## src/rtl/memory_controller.sv

```systemverilog
// memory_controller: sole owner of the byte-wide RAM/IO port.
// Serialises loads, committed stores and fetches into byte cycles.
`ifndef XLEN
`define XLEN 32
`endif
`ifndef ROB_SIZE_WIDTH
`define ROB_SIZE_WIDTH 4
`endif
`ifndef INST_OP_WIDTH
`define INST_OP_WIDTH 6
`endif
`ifndef OP_LB
`define OP_LB  6'd0
`define OP_LH  6'd1
`define OP_LW  6'd2
`define OP_LBU 6'd3
`define OP_LHU 6'd4
`define OP_SB  6'd5
`define OP_SH  6'd6
`define OP_SW  6'd7
`endif

module memory_controller #(
   parameter logic [`XLEN-1:0] IO_ADDR = 32'h30000
) (
   input  logic                       clk,
   input  logic                       rst,
   input  logic                       rdy,
   input  logic                       flush,
   input  logic                       io_buffer_full,
   input  logic                       lsb_mem_enable,
   input  logic [`INST_OP_WIDTH-1:0]  lsb_mem_op,
   input  logic [`XLEN-1:0]           lsb_mem_addr,
   input  logic [`ROB_SIZE_WIDTH-1:0] lsb_mem_id,
   input  logic                       rob_store_enable,
   input  logic [`INST_OP_WIDTH-1:0]  rob_store_op,
   input  logic [`XLEN-1:0]           rob_store_addr,
   input  logic [`XLEN-1:0]           rob_store_data,
   input  logic                       if_enable,
   input  logic [`XLEN-1:0]           if_addr,
   input  logic [7:0]                 mem_din,
   output logic [7:0]                 mem_dout,
   output logic [`XLEN-1:0]           mem_a,
   output logic                       mem_wr,
   output logic                       mem_busy,
   output logic                       mem_data_ready,
   output logic [`XLEN-1:0]           mem_data,
   output logic [`ROB_SIZE_WIDTH-1:0] mem_id,
   output logic                       if_ready,
   output logic [31:0]                if_inst
);
   localparam int XL  = `XLEN;
   localparam int OPW = `INST_OP_WIDTH;
   localparam int IDW = `ROB_SIZE_WIDTH;
   localparam logic [XL-1:0] ONE = 1;

   typedef enum logic [1:0] {IDLE, LOAD, STORE, FETCH} state_t;

   state_t         state_q, state_d;
   logic [2:0]     cnt_q, cnt_d;
   logic [2:0]     len_q, len_d;
   logic [OPW-1:0] op_q, op_d;
   logic [IDW-1:0] id_q, id_d;
   logic [XL-1:0]  wdata_q, wdata_d;
   logic [31:0]    buf_q, buf_d;
   logic [XL-1:0]  mem_a_q, mem_a_d;
   logic [7:0]     mem_dout_q, mem_dout_d;
   logic           mem_wr_q, mem_wr_d;
   logic           data_ready_q, data_ready_d;
   logic [XL-1:0]  data_q, data_d;
   logic [IDW-1:0] id_out_q, id_out_d;
   logic           if_ready_q, if_ready_d;
   logic [31:0]    if_inst_q, if_inst_d;
   logic           pld_valid_q, pld_valid_d;
   logic [OPW-1:0] pld_op_q, pld_op_d;
   logic [XL-1:0]  pld_addr_q, pld_addr_d;
   logic [IDW-1:0] pld_id_q, pld_id_d;
   logic           pst_valid_q, pst_valid_d;
   logic [OPW-1:0] pst_op_q, pst_op_d;
   logic [XL-1:0]  pst_addr_q, pst_addr_d;
   logic [XL-1:0]  pst_data_q, pst_data_d;

   logic [31:0]    word;
   logic [XL-1:0]  ext;
   logic [1:0]     bidx;
   logic [OPW-1:0] st_op, ld_op;
   logic [XL-1:0]  st_addr, st_data, ld_addr, next_a;
   logic [IDW-1:0] ld_id;

   function automatic logic [2:0] op_len(input logic [OPW-1:0] op);
      if (op == `OP_LB || op == `OP_LBU || op == `OP_SB)
         return 3'd1;
      if (op == `OP_LH || op == `OP_LHU || op == `OP_SH)
         return 3'd2;
      return 3'd4;
   endfunction

   assign next_a   = mem_a_q + ONE;
   assign mem_busy = (state_q != IDLE) || pld_valid_q
                     || lsb_mem_enable || rob_store_enable;

   assign mem_a          = mem_a_q;
   assign mem_dout       = mem_dout_q;
   assign mem_wr         = mem_wr_q;
   assign mem_data_ready = data_ready_q;
   assign mem_data       = data_q;
   assign mem_id         = id_out_q;
   assign if_ready       = if_ready_q;
   assign if_inst        = if_inst_q;

   // next-state: arbitration, byte sequencing and load assembly
   always_comb begin
      state_d      = state_q;
      cnt_d        = cnt_q;
      len_d        = len_q;
      op_d         = op_q;
      id_d         = id_q;
      wdata_d      = wdata_q;
      buf_d        = buf_q;
      mem_a_d      = mem_a_q;
      mem_dout_d   = mem_dout_q;
      mem_wr_d     = 1'b0;
      data_ready_d = 1'b0;
      data_d       = data_q;
      id_out_d     = id_out_q;
      if_ready_d   = 1'b0;
      if_inst_d    = if_inst_q;
      pld_valid_d  = pld_valid_q;
      pld_op_d     = pld_op_q;
      pld_addr_d   = pld_addr_q;
      pld_id_d     = pld_id_q;
      pst_valid_d  = pst_valid_q;
      pst_op_d     = pst_op_q;
      pst_addr_d   = pst_addr_q;
      pst_data_d   = pst_data_q;

      st_op   = pst_valid_q ? pst_op_q   : rob_store_op;
      st_addr = pst_valid_q ? pst_addr_q : rob_store_addr;
      st_data = pst_valid_q ? pst_data_q : rob_store_data;
      ld_op   = pld_valid_q ? pld_op_q   : lsb_mem_op;
      ld_addr = pld_valid_q ? pld_addr_q : lsb_mem_addr;
      ld_id   = pld_valid_q ? pld_id_q   : lsb_mem_id;

      bidx = cnt_q[1:0] - 2'd1;
      word = buf_q;
      word[{bidx, 3'b000} +: 8] = mem_din;
      case (op_q)
         `OP_LB:  ext = {{24{word[7]}}, word[7:0]};
         `OP_LH:  ext = {{16{word[15]}}, word[15:0]};
         `OP_LBU: ext = {24'd0, word[7:0]};
         `OP_LHU: ext = {16'd0, word[15:0]};
         default: ext = word;
      endcase

      if (flush)
         pld_valid_d = 1'b0;
      if (lsb_mem_enable && !flush) begin
         pld_valid_d = 1'b1;
         pld_op_d    = lsb_mem_op;
         pld_addr_d  = lsb_mem_addr;
         pld_id_d    = lsb_mem_id;
      end
      if (rob_store_enable) begin
         pst_valid_d = 1'b1;
         pst_op_d    = rob_store_op;
         pst_addr_d  = rob_store_addr;
         pst_data_d  = rob_store_data;
      end

      unique case (state_q)
         IDLE: begin
            if (pst_valid_q || rob_store_enable) begin
               pst_valid_d = pst_valid_q && rob_store_enable;
               state_d     = STORE;
               cnt_d       = 3'd0;
               len_d       = op_len(st_op);
               wdata_d     = st_data;
               mem_a_d     = st_addr;
               mem_dout_d  = st_data[7:0];
               mem_wr_d    = !((st_addr >= IO_ADDR) && io_buffer_full);
            end else if (!flush && (pld_valid_q || lsb_mem_enable)) begin
               pld_valid_d = pld_valid_q && lsb_mem_enable;
               state_d     = LOAD;
               cnt_d       = 3'd0;
               len_d       = op_len(ld_op);
               op_d        = ld_op;
               id_d        = ld_id;
               mem_a_d     = ld_addr;
            end else if (!flush && if_enable && !if_ready_q) begin
               state_d = FETCH;
               cnt_d   = 3'd0;
               len_d   = 3'd4;
               mem_a_d = if_addr;
            end
         end
         LOAD, FETCH: begin
            if (flush) begin
               state_d = IDLE;
            end else begin
               if (cnt_q + 3'd1 < len_q)
                  mem_a_d = next_a;
               if (cnt_q != 3'd0)
                  buf_d = word;
               if (cnt_q == len_q) begin
                  state_d = IDLE;
                  if (state_q == LOAD) begin
                     data_ready_d = 1'b1;
                     data_d       = ext;
                     id_out_d     = id_q;
                  end else begin
                     if_ready_d = 1'b1;
                     if_inst_d  = word;
                  end
               end else begin
                  cnt_d = cnt_q + 3'd1;
               end
            end
         end
         STORE: begin
            if (mem_wr_q) begin
               if (cnt_q == len_q - 3'd1) begin
                  state_d = IDLE;
               end else begin
                  cnt_d      = cnt_q + 3'd1;
                  mem_a_d    = next_a;
                  mem_dout_d = wdata_q[{cnt_d[1:0], 3'b000} +: 8];
                  mem_wr_d   = !((next_a >= IO_ADDR) && io_buffer_full);
               end
            end else begin
               mem_wr_d = !((mem_a_q >= IO_ADDR) && io_buffer_full);
            end
         end
         default: state_d = IDLE;
      endcase
   end

   // state register: sync reset, hold everything while rdy is low
   always_ff @(posedge clk) begin
      if (rst) begin
         state_q      <= IDLE;
         cnt_q        <= '0;
         len_q        <= '0;
         op_q         <= '0;
         id_q         <= '0;
         wdata_q      <= '0;
         buf_q        <= '0;
         mem_a_q      <= '0;
         mem_dout_q   <= '0;
         mem_wr_q     <= 1'b0;
         data_ready_q <= 1'b0;
         data_q       <= '0;
         id_out_q     <= '0;
         if_ready_q   <= 1'b0;
         if_inst_q    <= '0;
         pld_valid_q  <= 1'b0;
         pld_op_q     <= '0;
         pld_addr_q   <= '0;
         pld_id_q     <= '0;
         pst_valid_q  <= 1'b0;
         pst_op_q     <= '0;
         pst_addr_q   <= '0;
         pst_data_q   <= '0;
      end else if (rdy) begin
         state_q      <= state_d;
         cnt_q        <= cnt_d;
         len_q        <= len_d;
         op_q         <= op_d;
         id_q         <= id_d;
         wdata_q      <= wdata_d;
         buf_q        <= buf_d;
         mem_a_q      <= mem_a_d;
         mem_dout_q   <= mem_dout_d;
         mem_wr_q     <= mem_wr_d;
         data_ready_q <= data_ready_d;
         data_q       <= data_d;
         id_out_q     <= id_out_d;
         if_ready_q   <= if_ready_d;
         if_inst_q    <= if_inst_d;
         pld_valid_q  <= pld_valid_d;
         pld_op_q     <= pld_op_d;
         pld_addr_q   <= pld_addr_d;
         pld_id_q     <= pld_id_d;
         pst_valid_q  <= pst_valid_d;
         pst_op_q     <= pst_op_d;
         pst_addr_q   <= pst_addr_d;
         pst_data_q   <= pst_data_d;
      end
   end
endmodule

```

## config.mk

```make
export PLATFORM = sky130hd
export DESIGN_NAME = memory_controller
export DESIGN_NICKNAME = d
export VERILOG_FILES = /design/src/rtl/memory_controller.sv
export SDC_FILE = /design/constraint.sdc
export NUM_CORES = 1
export LEC_CHECK = 0
export BUFFER_PORTS_ARGS = -buffer_cell sky130_fd_sc_hd__buf_4
export CAP_MARGIN = 20
export CORE_ASPECT_RATIO = 2
export CORE_UTILIZATION = 50
export DETAILED_ROUTE_END_ITERATION = 7
export MAX_ROUTING_LAYER = met4
export PLACE_DENSITY = 0.73
export REMOVE_ABC_BUFFERS = 1
export SETUP_SLACK_MARGIN = 0.15
export SLEW_MARGIN = 10
export SYNTH_ARGS = -nofsm -noshare
export SYNTH_HDL_FRONTEND = slang
export SYNTH_SLANG_ARGS = --single-unit
```

## constraint.sdc

```tcl
create_clock -name clk -period 2.5 [get_ports clk]
set_input_delay 0.5 -clock clk [delete_from_list [all_inputs] [get_ports clk]]
set_output_delay 0.5 -clock clk [all_outputs]
set_load 0.05 [all_outputs]
```

==> results of run 1 <==
==> area by class of cell <==
cell class	count	share of cell area, %
multi-input combinational	1387	42.3
sequential	307	32.6
timing repair buffer	363	16.4
clock buffer	41	4.44
tap	360	2.38
clock inverter	11	1.01
inverter	39	0.774
antenna	2	0.0265
==> power breakdown <==
part	leakage, nW	switching (mW)	internal, mW
clock	0.512	1.94	2.84
combinational	4.23	1.70	1.07
sequential	2.50	0.210	5.14
total	7.24	3.85	9.05
==> per-stage QoR <==
stage | std cells | util (%)
2_1_floorplan | 1731 | -
3_3_place_gp | 2441 | 60.3
3_5_place_dp | 2441 | 60.3
4_1_cts | 2499 | 64.6
5_1_grt | 2510 | 65.3
6_report | 2510 | 65.3
==> how the worst min path moves through the flow <==
stage	cells after the start	start	to	slack (ns)
finish	2	rst	id_q[1]$_SDFFE_PP0P_	0.16
global route	2	rst	id_q[2]$_SDFFE_PP0P_	0.16
CTS	2	rst	mem_id[2]$_SDFFE_PP0P_	0.16
detailed placement	2	pst_data_q[2]$_SDFFE_PP0P_	pst_data_q[2]$_SDFFE_PP0P_	0.45
global placement	2	pld_addr_q[25]$_SDFFE_PP0P_	pld_addr_q[25]$_SDFFE_PP0P_	0.44
floorplan	2	pld_addr_q[15]$_SDFFE_PP0P_	pld_addr_q[15]$_SDFFE_PP0P_	0.43
==> synthesized netlist by cell type (4+ instances only) <==
| master | number |
|---|---|
| nand2_1 | 349 |
| mux2_2 | 11 |
| o21ai_0 | 110 |
| mux4_2 | 8 |
| nor3b_1 | 5 |
| o211ai_1 | 10 |
| dfxtp_1 | 307 |
| a21oi_1 | 239 |
| and4_1 | 4 |
| buf_1 | 12 |
| or2_2 | 6 |
| o22ai_1 | 10 |
| a221oi_1 | 10 |
| buf_2 | 10 |
| and3_1 | 9 |
| buf_6 | 5 |
| nor4b_1 | 4 |
| clkbuf_1 | 116 |
| mux2i_1 | 84 |
| xnor2_1 | 6 |
| nor4_1 | 14 |
| ha_1 | 12 |
| xor2_1 | 8 |
| inv_1 | 37 |
| a211oi_1 | 134 |
| nor2_1 | 179 |
| nand4_1 | 13 |
| a22oi_1 | 8 |
| nand3_1 | 25 |
| nor2b_1 | 32 |
| or3_1 | 4 |
| nor3_1 | 27 |
| a31oi_1 | 8 |
==> worst max-delay path, cell delays in order, from the launching register on <==
cell and delay (ns):
dfxtp_1 0.40, inv_1 0.12, ha_1 0.32, xor2_1 0.29, a31oi_2 0.20, o21ai_4 0.35
nand2_8 0.14, clkbuf_16 0.19, a21oi_1 0.20, nor3_1 0.08
==> routing by layer <==
layer,vias to the layer above,GRT usage [%]
li1,7119,-
met3,171,4.34
met4,0,20.9
met5,-,-
met1,6908,32.1
met2,535,56.6
==> flip-flops by register name, indices dropped and copies added (netlist names), 2 cells and up <==
register / cells
wdata_q: 32
buf_q: 32
mem_id: 4
mem_dout: 8
mem_data: 32
pld_op_q: 6
state_q: 2
pst_data_q: 32
cnt_q: 3
pst_addr_q: 32
op_q: 6
pld_addr_q: 32
pld_id_q: 4
mem_a: 32
pst_op_q: 6
len_q: 3
if_inst: 32
id_q: 4
==> cell families (layout without fill, tap and decap cells) <==
family / count (synthesis) / in the layout / share of synthesized area [%]
other: 0 / 2 / 0
buffers and inverters: 187 / 454 / 5.30
and+or+nand+nor: 694 / 696 / 20.6
DFF: 307 / 307 / 41.6
AOI/OAI and AO/OA: 561 / 561 / 22.8
muxes: 103 / 103 / 7.75
adders and majority gates: 12 / 12 / 1.02
xor gates and xnor gates: 15 / 15 / 0.982
==> what timing repair did <==
item	CTS	global route
gates cloned	4	6
buffers inserted	2	3
pin swaps	1	7
resized for setup	17	26
hold buffers	0	0
setup endpoints to repair	101	91
hold endpoints to repair	0	0
==> reports/metrics.cfg, run 1 <==
[outcome]
status=complete, no violations

[worst_setup_path]
worstReg2RegEnd=mem_a[29]$_SDFFE_PP0P_
critPathArrivalTime_ns=2.86
crit_path_start_kind=register
worstReg2RegStart=len_q[0]$_SDFFE_PP0P_
path_max_fanout=8
r2r_setup_slack_ns=0.05
r2r_cells=9
endpoint=mem_a[29]$_SDFFE_PP0P_
crit_required_ns=2.91
crit_type=register to register
startpoint=len_q[0]$_SDFFE_PP0P_
cp-end-kind=register

[synthesis]
synth_area_sq_um=14800
ys_seq_elements=307
netlist-cell-type-count=73
ys.flop_type=dfxtp_1
avgSynthCellArea_sq_um=7.87
yosysSeqAreaShare_pct=41.6
yosys_warnings=0
synth.area.top_cells=dfxtp_1 (42%), nand2_1 (8.9%), a21oi_1 (8.1%)
synth_area_leader_cell=dfxtp_1
async_reset_ff_share_pct=0
synth_top_area_share_pct=41.6
synth_edf_count=0
synth_cells=1879

[layout]
area_growth_pct=28.0
drive_gt1_share_pct=22.4
regArea_sq_um=6170
nFillCells=2548
multi_input_area_sq_um=8010
layout_common_cells=nand2_1 (346), buf_4 (335), dfxtp_1 (299), a21oi_1 (238), nor2_1 (178)
fin_nets=2298
layout_commonest_cell=nand2_1
design_area_sq_um=18900

[placement]
place_area_sq_um=17500
place_hpwl_um=32800
port_buffers=271
dp_worst_setup_slack_ns=-0.0490
place.gp.congestion=0.963

[floorplan]
num_rows=88
die_w_um=124
start_util_pct=51.0
io_pins=272
core_sq_um=29000
dieHeight_um=245
dieArea_sq_um=30300

[clocking]
htree_levels=1
cts_num_sinks=307
cts_made_buffers=28
cts_buffer_depth=3
cts_tree=built
clockRootBuffer=clkbuf_16
worstSkewPairLatency_ns=0.58
path_clk_slew_ns=0.07

[global_route]
antenna_found_initial=2
first_global_vias=14102
grt_max_degree=151
grt_overflow=0
grt_pass1_wl_um=73400
grt.total_usage_pct=32.0

[sta]
hold_violations=0
finalCriticalPeriod_ns=2.45
final.period_utilization_pct=98.0
finalMaxSlewViolations=0
setup_ws_ns=0.0493
fmax_mhz=408
setup_viol=0
slew_headroom_pct=45.1
tightest_slew_ns=0.823
fin_hold_ws_ns=0.163
clock-skew-final_ns=0.0336
setup_tns_ns=0
rsz0062_at_grt=true

[detailed_routing]
m1WireLength_um=17300
drt_drc_violations_left=0
num_vias=14733
wl_um=49100
wl_met2_um=25800
ant_nets=0
detail_route.wl_per_cell_um=19.5
top_layer_used=met4
first_iter_violations=1004
first_pass_iters=5
viasPerCell=5.87
wl_met3_um=2740

[power_and_ir_drop]
p_leak_nw=7.24
p_per_area_nw_per_um2=682
power_mw=12.9
vdd_drop_max_v=0.000550

[worst_hold_path]
hp-class=input port to register

[job]
drv_cap=0

(Power assumes the default switching activity.)
==> run 2, diff against run 1 <==
--- a/config.mk
+++ b/config.mk
@@ -8,6 +8,7 @@
 export BUFFER_PORTS_ARGS = -buffer_cell sky130_fd_sc_hd__buf_4
 export CAP_MARGIN = 20
 export CORE_ASPECT_RATIO = 2
+export CORE_MARGIN = 8
 export CORE_UTILIZATION = 50
 export DETAILED_ROUTE_END_ITERATION = 7
 export MAX_ROUTING_LAYER = met4
==> run 2 against run 1 <==
Net effect:
- total power shrank 1.7%
- sequential share of layout area grew 0.12 points
- first-iteration DRC count grew 21%
- register-to-register slack gained 0.15 ns
==> reports/metrics.cfg, run 2 (synthesis gave the netlist of run 1 again) <==
[clocking]
htree_levels=1
cts_made_buffers=28
worstSkewPairLatency_ns=0.57
path_clk_slew_ns=0.07
cts_num_sinks=307
clockRootBuffer=clkbuf_16
cts_buffer_depth=3
cts_tree=built
postCtsHoldBufs=0

[sta]
setup_ws_ns=0.176
finalMaxSlewViolations=0
fmax_mhz=430
tightest_slew_ns=0.587
finalCriticalPeriod_ns=2.32
setup_tns_ns=0
hold_violations=0
final.period_utilization_pct=93.0
clock-skew-final_ns=0.0186
rsz0062_at_grt=false
setup_viol=0
slew_headroom_pct=60.5

[power_and_ir_drop]
vdd_drop_max_v=0.000639
p_leak_nw=7.18
p_per_area_nw_per_um2=673

[global_route]
antenna_found_initial=4
grt.total_usage_pct=25.8
grt_max_degree=102
grt_overflow=0
first_global_vias=13603
grt_pass1_wl_um=72400

[placement]
place.gp.congestion=0.926
placed_cells=2448
port_buffers=271
place_hpwl_um=31000
dp_worst_setup_slack_ns=-0.0661

[floorplan]
start_util_pct=50.5
io_pins=272
num_rows=89
dieHeight_um=259
core_sq_um=29300
die_w_um=138
dieArea_sq_um=35600

[detailed_routing]
drt_drc_violations_left=0
num_vias=14512
first_pass_iters=5
wl_um=47200
first_iter_violations=1219
viasPerCell=5.77
detail_route.wl_per_cell_um=18.8
ant_nets=0

[layout]
fin_cells=2515
fin_nets=2298
layout_common_cells=nand2_1 (347), buf_4 (338), dfxtp_1 (301), a21oi_1 (237), nor2_1 (178)
layout_commonest_cell=nand2_1
area_growth_pct=27.5
drive_gt1_share_pct=22.2

[worst_setup_path]
worstReg2RegStart=cnt_q[0]$_SDFFE_PP0P_
crit_type=register to primary output
crit_path_start_kind=register
crit_required_ns=2.00
startpoint=state_q[0]$_SDFFE_PP0P_
cp-end-kind=primary output
path_max_fanout=10
critPathArrivalTime_ns=1.82

[job]
drv_cap=0

[worst_hold_path]
hp-start=rob_store_data[2]
hp-class=input port to register

[outcome]
status=complete, no violations

-- run 2: path summary, 6_finish.rpt --
| kind | slack, ns | to | depth (start not counted) |
|---|---|---|---|
| hold / removal | 0.18 | pst_data_q[2]$_SDFFE_PP0P_ | 3 |
| setup / recovery | 0.18 | mem_busy | 3 |
| hold reg to reg | 0.45 | pld_addr_q[31]$_SDFFE_PP0P_ | 2 |
| setup reg to reg | 0.20 | mem_a[30]$_SDFFE_PP0P_ | 8 |
-- run 2: area by class of cell --
cell class | count | area (sq um)
timing repair buffer | 363 | 3060
multi-input combinational | 1387 | 8020
tap | 364 | 455
clock buffer | 39 | 803
clock inverter | 12 | 185
sequential | 307 | 6160
fill | 2531 | 10500
antenna | 4 | 10.0
inverter | 39 | 146
-- run 2: routing by layer --
layer / vias up / routed length, um / global-route usage [%]
li1: 7122 / - / -
met1: 6731 / 20100 / 33.0
met2: 562 / 21700 / 39.5
met3: 97 / 3560 / 3.84
met4: 0 / 1840 / 10.9
met5: - / 0 / -
-- run 2: power breakdown --
group          switching (mW)  total [mW]  internal, mW  leakage, nW
clock                    1.98        4.66          2.68        0.487
combinational            1.61        2.66          1.05         4.19
sequential              0.223        5.36          5.14         2.50
total                    3.81        12.7          8.87         7.18
-- run 2: worst max-delay path, cell delays in order, from the launching register on --
cell and delay, ns:
dfxtp_4 0.38, or2_4 0.27, or4_1 0.43, buf_6 0.18
-- run 2: through the flow --
stage          area (sq um)  utilization, %  hold WS [ns]  total power [mW]
4_1_cts               18600            63.6         0.165              12.7
3_3_place_gp          17500            59.6         0.439              7.94
2_1_floorplan         14100               -         0.427              6.91
5_1_grt               18800            64.3         0.173              13.2
3_5_place_dp          17500            59.6         0.443              7.98
6_report              18800            64.3         0.182              12.7
-- run 2: what timing repair did --
item / 4_1_cts / 5_1_grt
hold endpoints to repair: 0 / 0
cloned: 5 / 3
pin swaps: 3 / 6
resized for setup: 13 / 27
setup endpoints to repair: 103 / 104
setup buffers: 2 / 2
